<file path="config.mk">
export PLATFORM = sky130hd
export DESIGN_NAME = gyro_integrator
export DESIGN_NICKNAME = d
export VERILOG_FILES = /design/src/rtl/gyro_pkg.sv /design/src/rtl/gyro_axis_path.sv /design/src/rtl/gyro_integrator.sv
export SDC_FILE = /design/constraint.sdc
export NUM_CORES = 2
export LEC_CHECK = 0
export CAP_MARGIN = 15
export CORE_AREA = 2 2 288 290
export CTS_BUF_LIST = sky130_fd_sc_hd__clkbuf_4 sky130_fd_sc_hd__clkbuf_8
export CTS_CLUSTER_SIZE = 28
export DETAILED_ROUTE_END_ITERATION = 12
export DIE_AREA = 0 0 290 292
export HOLD_SLACK_MARGIN = 0.05
export PLACE_DENSITY = 0.87
export REMOVE_ABC_BUFFERS = 1
export SLEW_MARGIN = 25
export SYNTH_ARGS = -nofsm -noshare
export SYNTH_HDL_FRONTEND = slang
export SYNTH_HIERARCHICAL = 1
export SYNTH_SLANG_ARGS = --single-unit
</file>
<file path="constraint.sdc">
create_clock -name clk_100mhz -period 7.8 [get_ports clk_100mhz]
set_clock_uncertainty 0.2 [all_clocks]
set_input_delay 0.78 -clock clk_100mhz [delete_from_list [all_inputs] [get_ports clk_100mhz]]
set_output_delay 0.78 -clock clk_100mhz [all_outputs]
set_load 0.01 [all_outputs]
</file>
<file path="src/rtl/gyro_pkg.sv">
// Shared types and width helpers for the gyro angle integrator.
package gyro_pkg;

  typedef enum logic {RUN = 1'b0, CAL = 1'b1} state_e;
  typedef enum logic [1:0] {SAT_NONE, SAT_POS, SAT_NEG} sat_e;

  localparam int DIFF_GROW = 1;  // bias subtract can carry one extra bit
  localparam int PROD_GROW = 2;  // sign bit of diff plus zero-extended scale

  function automatic int diff_w(input int data_w);
    return data_w + DIFF_GROW;
  endfunction

  function automatic int prod_w(input int data_w, input int scale_w);
    return data_w + scale_w + PROD_GROW;
  endfunction

  function automatic int sum_w(input int data_w, input int cal_log2);
    return data_w + cal_log2;
  endfunction

  // Signed add overflow: operands share a sign that the result lost.
  function automatic sat_e sat_check(input logic a_s, input logic b_s, input logic r_s);
    if (a_s == b_s && r_s != a_s) return a_s ? SAT_NEG : SAT_POS;
    return SAT_NONE;
  endfunction

endpackage

</file>
<file path="src/rtl/gyro_axis_path.sv">
// One axis: bias subtract, scale/shift, accumulate, and calibration sum.
module gyro_axis_path
  import gyro_pkg::*;
#(
  parameter int DATA_W    = 16,
  parameter int ACC_W     = 32,
  parameter int SCALE_W   = 16,
  parameter int FRAC_BITS = 16,
  parameter int CAL_LOG2  = 6,
  parameter int WRAP_MODE = 1
) (
  input  logic               clk,
  input  logic               rst_n,
  input  logic [DATA_W-1:0]  gyro,
  input  logic [SCALE_W-1:0] scale,
  input  logic               s1_en,
  input  logic               s2_en,
  input  logic               s3_en,
  input  logic               zero,
  input  logic               cal_clr,
  input  logic               cal_add,
  input  logic               cal_load,
  output logic [ACC_W-1:0]   angle,
  output logic [DATA_W-1:0]  bias
);
  localparam int DIFF_W = diff_w(DATA_W);
  localparam int PROD_W = prod_w(DATA_W, SCALE_W);
  localparam int SUM_W  = sum_w(DATA_W, CAL_LOG2);

  logic signed [DIFF_W-1:0] diff_q, diff_d;
  logic signed [PROD_W-1:0] prod, prod_sh;
  logic signed [ACC_W-1:0]  delta_q, delta_d, angle_q, angle_d, angle_sum, angle_sat;
  logic signed [SUM_W-1:0]  sum_q, sum_d, sum_sh, g_ext;
  logic [DATA_W-1:0]        bias_q, bias_d;

  assign prod    = PROD_W'(diff_q) * PROD_W'($signed({1'b0, scale}));
  assign prod_sh = prod >>> FRAC_BITS;
  assign g_ext   = SUM_W'($signed(gyro));

  always_comb begin
    diff_d  = s1_en ? DIFF_W'($signed(gyro)) - DIFF_W'($signed(bias_q)) : diff_q;
    delta_d = s2_en ? ACC_W'(prod_sh) : delta_q;

    angle_sum = angle_q + delta_q;
    angle_sat = angle_sum;
    case (sat_check(angle_q[ACC_W-1], delta_q[ACC_W-1], angle_sum[ACC_W-1]))
      SAT_POS: angle_sat = {1'b0, {(ACC_W-1){1'b1}}};
      SAT_NEG: angle_sat = {1'b1, {(ACC_W-1){1'b0}}};
      default: angle_sat = angle_sum;
    endcase

    angle_d = angle_q;
    if (s3_en) angle_d = (WRAP_MODE != 0) ? angle_sum : angle_sat;
    if (zero)  angle_d = '0;

    // The final calibration sample is folded in before the average is taken.
    sum_d  = (cal_clr ? '0 : sum_q) + (cal_add ? g_ext : '0);
    sum_sh = sum_d >>> CAL_LOG2;
    bias_d = cal_load ? DATA_W'(sum_sh) : bias_q;
  end

  always_ff @(posedge clk or negedge rst_n) begin
    if (!rst_n) begin
      diff_q  <= '0;
      delta_q <= '0;
      angle_q <= '0;
      sum_q   <= '0;
      bias_q  <= '0;
    end else begin
      diff_q  <= diff_d;
      delta_q <= delta_d;
      angle_q <= angle_d;
      sum_q   <= sum_d;
      bias_q  <= bias_d;
    end
  end

  assign angle = angle_q;
  assign bias  = bias_q;

endmodule

</file>
<file path="src/rtl/gyro_integrator.sv">
// Multi-axis gyro angle integrator: RUN/CAL control, valid pipeline, per-axis paths.
module gyro_integrator
  import gyro_pkg::*;
#(
  parameter int NUM_AXES  = 3,
  parameter int DATA_W    = 16,
  parameter int ACC_W     = 32,
  parameter int SCALE_W   = 16,
  parameter int FRAC_BITS = 16,
  parameter int CAL_LOG2  = 6,
  parameter int WRAP_MODE = 1
) (
  input  logic                         clk_100mhz,
  input  logic                         rst_n_in,
  input  logic [NUM_AXES*DATA_W-1:0]   gyro_in,
  input  logic                         gyro_valid_in,
  input  logic [SCALE_W-1:0]           scale_in,
  input  logic                         cal_start_in,
  input  logic                         zero_in,
  output logic [NUM_AXES*ACC_W-1:0]    angle_out,
  output logic                         angle_valid_out,
  output logic                         cal_busy_out,
  output logic                         cal_done_out,
  output logic [NUM_AXES*DATA_W-1:0]   bias_out
);
  localparam int STAGES = 3;
  localparam logic [CAL_LOG2-1:0] CNT_LAST = '1;

  state_e                          state_q;
  logic [CAL_LOG2-1:0]             cnt_q;
  logic                            cal_busy_q, cal_done_q;
  logic [STAGES:0]                 vld_pipe;
  logic [STAGES:1]                 vld_pipe_q, vld_pipe_d;
  logic [SCALE_W-1:0]              scale_q, scale_d;
  logic                            accept, cal_start, cal_add, cal_load;
  logic [NUM_AXES-1:0][DATA_W-1:0] gyro_a, bias_a;
  logic [NUM_AXES-1:0][ACC_W-1:0]  angle_a;

  assign gyro_a = gyro_in;

  always_comb begin
    cal_start = (state_q == RUN) && cal_start_in;
    // A sample coincident with cal_start_in belongs to calibration.
    accept    = gyro_valid_in && (state_q == RUN) && !cal_start_in;
    cal_add   = gyro_valid_in && ((state_q == CAL) || cal_start);
    cal_load  = gyro_valid_in && (state_q == CAL) && (cnt_q == CNT_LAST);
    vld_pipe  = {vld_pipe_q, accept};
    vld_pipe_d = zero_in ? '0 : vld_pipe[STAGES-1:0];
    scale_d   = accept ? scale_in : scale_q;
  end

  always_ff @(posedge clk_100mhz or negedge rst_n_in) begin
    if (!rst_n_in) begin
      state_q    <= RUN;
      cnt_q      <= '0;
      cal_busy_q <= 1'b0;
      cal_done_q <= 1'b0;
    end else begin
      cal_done_q <= 1'b0;
      case (state_q)
        RUN: if (cal_start_in) begin
          state_q    <= CAL;
          cal_busy_q <= 1'b1;
          cnt_q      <= CAL_LOG2'(gyro_valid_in);
        end
        CAL: if (gyro_valid_in) begin
          cnt_q <= cnt_q + CAL_LOG2'(1);
          if (cnt_q == CNT_LAST) begin
            state_q    <= RUN;
            cal_busy_q <= 1'b0;
            cal_done_q <= 1'b1;
          end
        end
        default: state_q <= RUN;
      endcase
    end
  end

  always_ff @(posedge clk_100mhz or negedge rst_n_in) begin
    if (!rst_n_in) begin
      vld_pipe_q <= '0;
      scale_q    <= '0;
    end else begin
      vld_pipe_q <= vld_pipe_d;
      scale_q    <= scale_d;
    end
  end

  for (genvar a = 0; a < NUM_AXES; a++) begin : g_axis
    gyro_axis_path #(
      .DATA_W(DATA_W), .ACC_W(ACC_W), .SCALE_W(SCALE_W),
      .FRAC_BITS(FRAC_BITS), .CAL_LOG2(CAL_LOG2), .WRAP_MODE(WRAP_MODE)
    ) u_axis (
      .clk(clk_100mhz), .rst_n(rst_n_in),
      .gyro(gyro_a[a]), .scale(scale_q),
      .s1_en(vld_pipe[0]), .s2_en(vld_pipe[1]), .s3_en(vld_pipe[2]),
      .zero(zero_in), .cal_clr(cal_start), .cal_add(cal_add), .cal_load(cal_load),
      .angle(angle_a[a]), .bias(bias_a[a])
    );
  end

  assign angle_out       = angle_a;
  assign bias_out        = bias_a;
  assign angle_valid_out = vld_pipe[STAGES];
  assign cal_busy_out    = cal_busy_q;
  assign cal_done_out    = cal_done_q;

endmodule

</file>
# ---- After elaboration in Yosys (flattened, before gate mapping)
# Cells that the tools add are included.
dict set report classes {
  add_sub_neg 10
  mul 3
  n_eq_ne 4
  n_mux 27
  bitwise 1
  n_reduce_logical 11
}
# operator count
set ops {}
lappend ops {{32-bit 2-to-1 mux} 6}
lappend ops {{22-bit 2-to-1 mux} 6}
lappend ops {{17-bit by 17-bit multiplier with 34-bit output} 3}
lappend ops {{32-bit by 18-bit adder with 32-bit output} 3}
lappend ops {{22-bit adder} 3}
lappend ops {{16-bit by 16-bit subtractor with 17-bit output} 3}
lappend ops {{6-bit 2-to-1 mux} 2}
lappend ops {{6-bit case mux with 2 select lines} 1}
lappend ops {{1-bit 2-to-1 mux} 9}
lappend ops {{6-bit by 1-bit adder with 6-bit output (second input constant)} 1}
lappend ops {{6-bit == test (second input constant)} 1}
lappend ops {{1-bit logical AND} 6}
lappend ops {{2-bit != test (second input constant)} 2}
lappend ops {{1-bit case mux with 2 select lines} 2}
lappend ops {{3-bit 2-to-1 mux} 1}
lappend ops {{3-bit AND reduction} 1}
lappend ops {{2-bit by 1-bit != test with 1-bit output (second input constant)} 1}
lappend ops {{2-bit AND reduction} 1}
lappend ops {{2-bit nonzero test} 1}
lappend ops {{1-bit logical NOT} 1}
lappend ops {{1-bit logical OR} 1}
lappend ops {{1-bit inverter} 1}
dict set report word_totals {
  regBits 343
  inputBits 69
  output_inout_bits 147
  wordCells 77
}

# ---- Longest topological paths before layout
dict set report logic_depth {
  word_depth 6
  depth_mapped 25
  ltp_nobuf 24
}

# ---- Modules after synthesis
# Netlist, hierarchy kept.
# module n_inst cells_per_inst area_per_inst_um2
set by_module_without_submodules {}
lappend by_module_without_submodules {{gyro_axis_path at g_axis[0].u_axis} 1 1883 17272.8}
lappend by_module_without_submodules {{gyro_axis_path at g_axis[1].u_axis} 1 1858 17146.4}
lappend by_module_without_submodules {{gyro_axis_path at g_axis[2].u_axis} 1 1850 16962.5}
lappend by_module_without_submodules {gyro_integrator 1 83 1173.6}

# ---- Least setup slack after synthesis
# Ideal clock, no wire load.
dict set report synth_path {
  kind {register to register}
  from {reg scale_q[3]}
  to {reg g_axis[0].u_axis/delta_q[17] (netlist name)}
  setup_ns 0.125
  t_arrival_ns 6.423
  required_ns 7.475
  slack_ns 1.053
  path_stages_with_launch 21
  n_path_buf 1
  period_less_slack_ns 6.747
  cell_sequence {dfrtp_1 > clkbuf_1 > nand2_1 > fa_1 > inv_1 > fa_1 > fa_1 > fa_1 > fa_1 > inv_1 > fa_1 > inv_1 > ha_1 > a21o_1 > a21o_1 > a21oi_1 > o21ai_1 > a211oi_2 > a21oi_1 > xnor2_1 > mux2_2}
}
dict set report synth_between {
  elab_chain_cells 1
}
# element line
set synth_lines {}
lappend synth_lines {{start: declaration} gyro_integrator.sv:34} ;# logic [SCALE_W-1:0] scale_q, scale_d;
lappend synth_lines {{start signal: assignment} gyro_integrator.sv:85} ;# scale_q <= scale_d;
lappend synth_lines {{17-bit by 17-bit multiplier with 34-bit output} gyro_axis_path.sv:36} ;# assign prod = PROD_W'(diff_q) * PROD_W'($signed({1'b0, scale}));
# No other way between the ends.
# A chain may end at the register's enable or synchronous reset.

# ---- Worst setup path after layout
dict set report layout_path {
  from {reg scale_q[6]}
  to {reg g_axis[2].u_axis.delta_q[14]}
}
dict set report layout_between {
  elab_chain_cells 1
}
# element line
set layout_lines {}
lappend layout_lines {{17-bit by 17-bit multiplier with 34-bit output} gyro_axis_path.sv:36}
lappend layout_lines {{end signal: assignment} gyro_axis_path.sv:71} ;# delta_q <= delta_d;
lappend layout_lines {{end: declaration} gyro_axis_path.sv:32} ;# logic signed [ACC_W-1:0] delta_q, delta_d, angle_q, angle_d, angle_sum, angle_sat;
# No other way between the ends.

==> flow_summary.json <==
{
  "post_cts_buffers": 0,
  "clockRootBuffer": "clkbuf_8",
  "via_per_inst": 5.84,
  "fp.dieH_um": 292,
  "final.min_clock_period_ns": 7.42,
  "areaGrowthSynthToFinish_pct": 9.31,
  "min_path_cells": 1,
  "drive_gt1_share_pct": 6.01,
  "portBuffers": 215,
  "ys_seq_elements": 343,
  "synth_common_cells": "1186 x inv_1, 840 x fa_1, 624 x nand2_1",
  "antenna_found_initial": 10,
  "setup_tns_ns": 0,
  "drt-initial-drc-count": 3275,
  "die_area_um2": 84700,
  "powerDensity_nw_per_um2": 254,
  "clkTransAtPathRegs_ns": 0.07,
  "start_kind": "flip-flop",
  "leakagePower_uw": 0.0295,
  "cts_sinks": 343,
  "ant_nets": 0,
  "cts-buffers-inserted": 67,
  "boundaryPins": 216,
  "worst_pin_slew_ns": 1.05,
  "grt_usage_pct": 33.1,
  "end_kind": "flip-flop",
  "synth_top_cell_by_area": "fa_1",
  "synth.distinct_cells": 99,
  "nNetsFinal": 7214,
  "drt-total-wl_um": 135000,
  "wire_per_inst_um": 19.4,
  "reg2regPathDepth": 23,
  "gp_congestion": 0.937,
  "path_max_fanout": 28,
  "hold_path.class": "flip-flop to flip-flop",
  "ys.flop_type": "dfrtp_1",
  "drc": 0,
  "synth_area_per_cell_um2": 9.26,
  "rr_startpoint": "scale_q[6]",
  "synth_edf_count": 0,
  "rows": 105,
  "maxCapViolCount": 0,
  "ctsLongestPathBuffers": 3,
  "report.final.slew_viol_count": 0,
  "grt_pass1_wl_um": 224000,
  "reg2reg_to": "g_axis[2].u_axis/delta_q[14]",
  "htreeDepth": 3,
  "max_freq_mhz": 135,
  "netlist_instances": 5674,
  "grt_pass1_vias": 44000,
  "overflow": 0,
  "yosysMostFrequentCell": "inv_1",
  "firstDrtPassIters": 6,
  "slew_headroom_pct": 30.3,
  "yosys_warnings": 6,
  "hold_end": "g_axis[1].u_axis/delta_q[2]",
  "setup_viol": 0,
  "synth_top_area_share_pct": 32.0,
  "hold_viol": 0,
  "criticalPathCategory": "flip-flop to flip-flop",
  "grt_start_max_net_pins": 147,
  "insertion_delay_ns": 0.69,
  "syn_area_um2": 52600,
  "status": "completed",
  "cts_tree": "built",
  "r2r_slack_ns": 0.38,
  "finalCritPeriodShare_pct": 95.1,
  "ir_drop_uv": 416,
  "hold_start": "g_axis[1].u_axis/delta_q[2]",
  "vias": 40700,
  "cp.required_ns": 8.15,
  "rsz0062_at_grt": "false",
  "start_util_pct": 64.4,
  "crit_arrival_ns": 7.77,
  "fp.coreArea_um2": 81600,
  "die_w_um": 290,
  "synth_area_leaders": "fa_1 32%, dfrtp_1 16%, ha_1 11%",
  "async_flop_share_pct": 100,
  "hold_slack_ns": 0.314,
  "ys_seq_area_share_pct": 16.3,
  "place_hpwl_um": 104000
}
==> sequential cells by signal, summed over array words and instances (netlist names) <==
name                   count
g_axis.u_axis/diff_q      51
cal_busy_out               1
g_axis.u_axis/angle       96
g_axis.u_axis/bias        48
vld_pipe_q                 3
cal_done_out               1
g_axis.u_axis/sum_q       66
state_q                    1
cnt_q                      6
g_axis.u_axis/delta_q     54
scale_q                   16
==> critical path, stage by stage (launching register included) <==
cell	delay [ns]
dfrtp_2	0.76
buf_4	0.32
and2_1	0.17
fa_1	0.42
inv_1	0.09
fa_1	0.45
fa_1	0.52
inv_1	0.06
fa_1	0.49
fa_1	0.49
inv_1	0.05
fa_1	0.48
inv_1	0.04
ha_1	0.29
nand4_1	0.12
a21oi_1	0.16
o211ai_1	0.18
a21oi_1	0.38
o21ai_0	0.21
a311oi_1	0.57
a21oi_1	0.26
o21bai_1	0.22
xor2_1	0.08
mux2_2	0.26
==> worst max-delay path by stage <==
stage,start,end,slack [ns],cells past startpoint
finish,scale_q[6],g_axis[2].u_axis/delta_q[14],0.38,23
global route,scale_q[6],g_axis[2].u_axis/delta_q[14],0.11,23
CTS,scale_q[6],g_axis[2].u_axis/delta_q[14],0.12,23
detailed placement,scale_q[6],g_axis[2].u_axis/delta_q[14],0.22,23
global placement,scale_q[6],g_axis[2].u_axis/delta_q[16],0.42,23
floorplan,scale_q[3],g_axis[0].u_axis/delta_q[17],0.83,19
==> cell usage in the layout, fill, tap and decap left out, types with 57 or more instances in the layout <==
master | netlist | routed
fa_1 | 840 | 840
nor3_1 | 57 | 57
a21o_1 | 84 | 84
mux2_2 | 88 | 88
nor2b_1 | 104 | 103
clkdlybuf4s50_1 | 0 | 213
buf_4 | 0 | 57
o21ai_0 | 117 | 117
inv_1 | 1186 | 1185
clkbuf_8 | 2 | 86
xnor2_1 | 161 | 161
a21oi_1 | 171 | 171
ha_1 | 460 | 460
nand2_1 | 624 | 624
and2_1 | 382 | 382
nor2_1 | 238 | 237
dfrtp_1 | 343 | 338
xor2_1 | 60 | 60
==> final cells by class <==
cell class                      count  area, µm²
Inverter                         1187       4460
Clock inverter                     22        198
Tap cell                         1070       1340
Timing Repair Buffer              283       2800
Clock buffer                       96       1260
Fill cell                        5707      24100
Antenna cell                        3       7.51
Multi-Input combinational cell   3963      38800
Sequential cell                   343       8590
==> what timing repair did <==
item / 4_1_cts / 5_1_grt
hold endpoints to repair: 61 / 0
endpoints found under the setup margin: 0 / 6
hold buffers: 1 / 0
resized for setup: 0 / 2
==> routing by layer <==
metal | part of all wire, % | vias up | global-route usage, % | wire length [µm]
met5 | 0.065 | - | 0 | 88
met2 | 47 | 1848 | 54.3 | 64300
met4 | 4.1 | 16 | 13.5 | 5490
met3 | 9.8 | 445 | 8.01 | 13300
li1 | - | 18100 | - | -
met1 | 39 | 20300 | 42.5 | 52200
==> report_power, final <==
group / total [µW] / internal [µW] / switching, µW
logic: 10200 / 4400 / 5750
clock network: 2020 / 1120 / 903
registers: 2420 / 2100 / 322
==> metrics by stage <==
stage          total power [µW]  util, %  setup slack, ns  instance area, µm²  std cells
2_1_floorplan             10100        -            0.830               51800       5493
3_3_place_gp              11900     68.6            0.422               56000       6845
3_5_place_dp              12400     68.6            0.225               56000       6845
4_1_cts                   14600     70.4            0.117               57400       6964
5_1_grt                   16100     70.4            0.107               57400       6966
6_report                  14600     70.4            0.384               57400       6967
==> cells by family (layout without fill, tap and decap cells) <==
family | Yosys count | after routing | synth area share [%]
muxes | 154 | 154 | 3.23
AOI/OAI and AO/OA | 678 | 678 | 8.98
adders and majority gates | 1300 | 1300 | 42.9
DFF | 343 | 343 | 16.3
buffers and inverters | 1368 | 1588 | 9.87
other | 0 | 3 | 0
xor gates and xnor gates | 221 | 221 | 3.68
and+or+nand+nor | 1610 | 1610 | 15.0
Note: power is estimated with default switching activity, not from simulation.
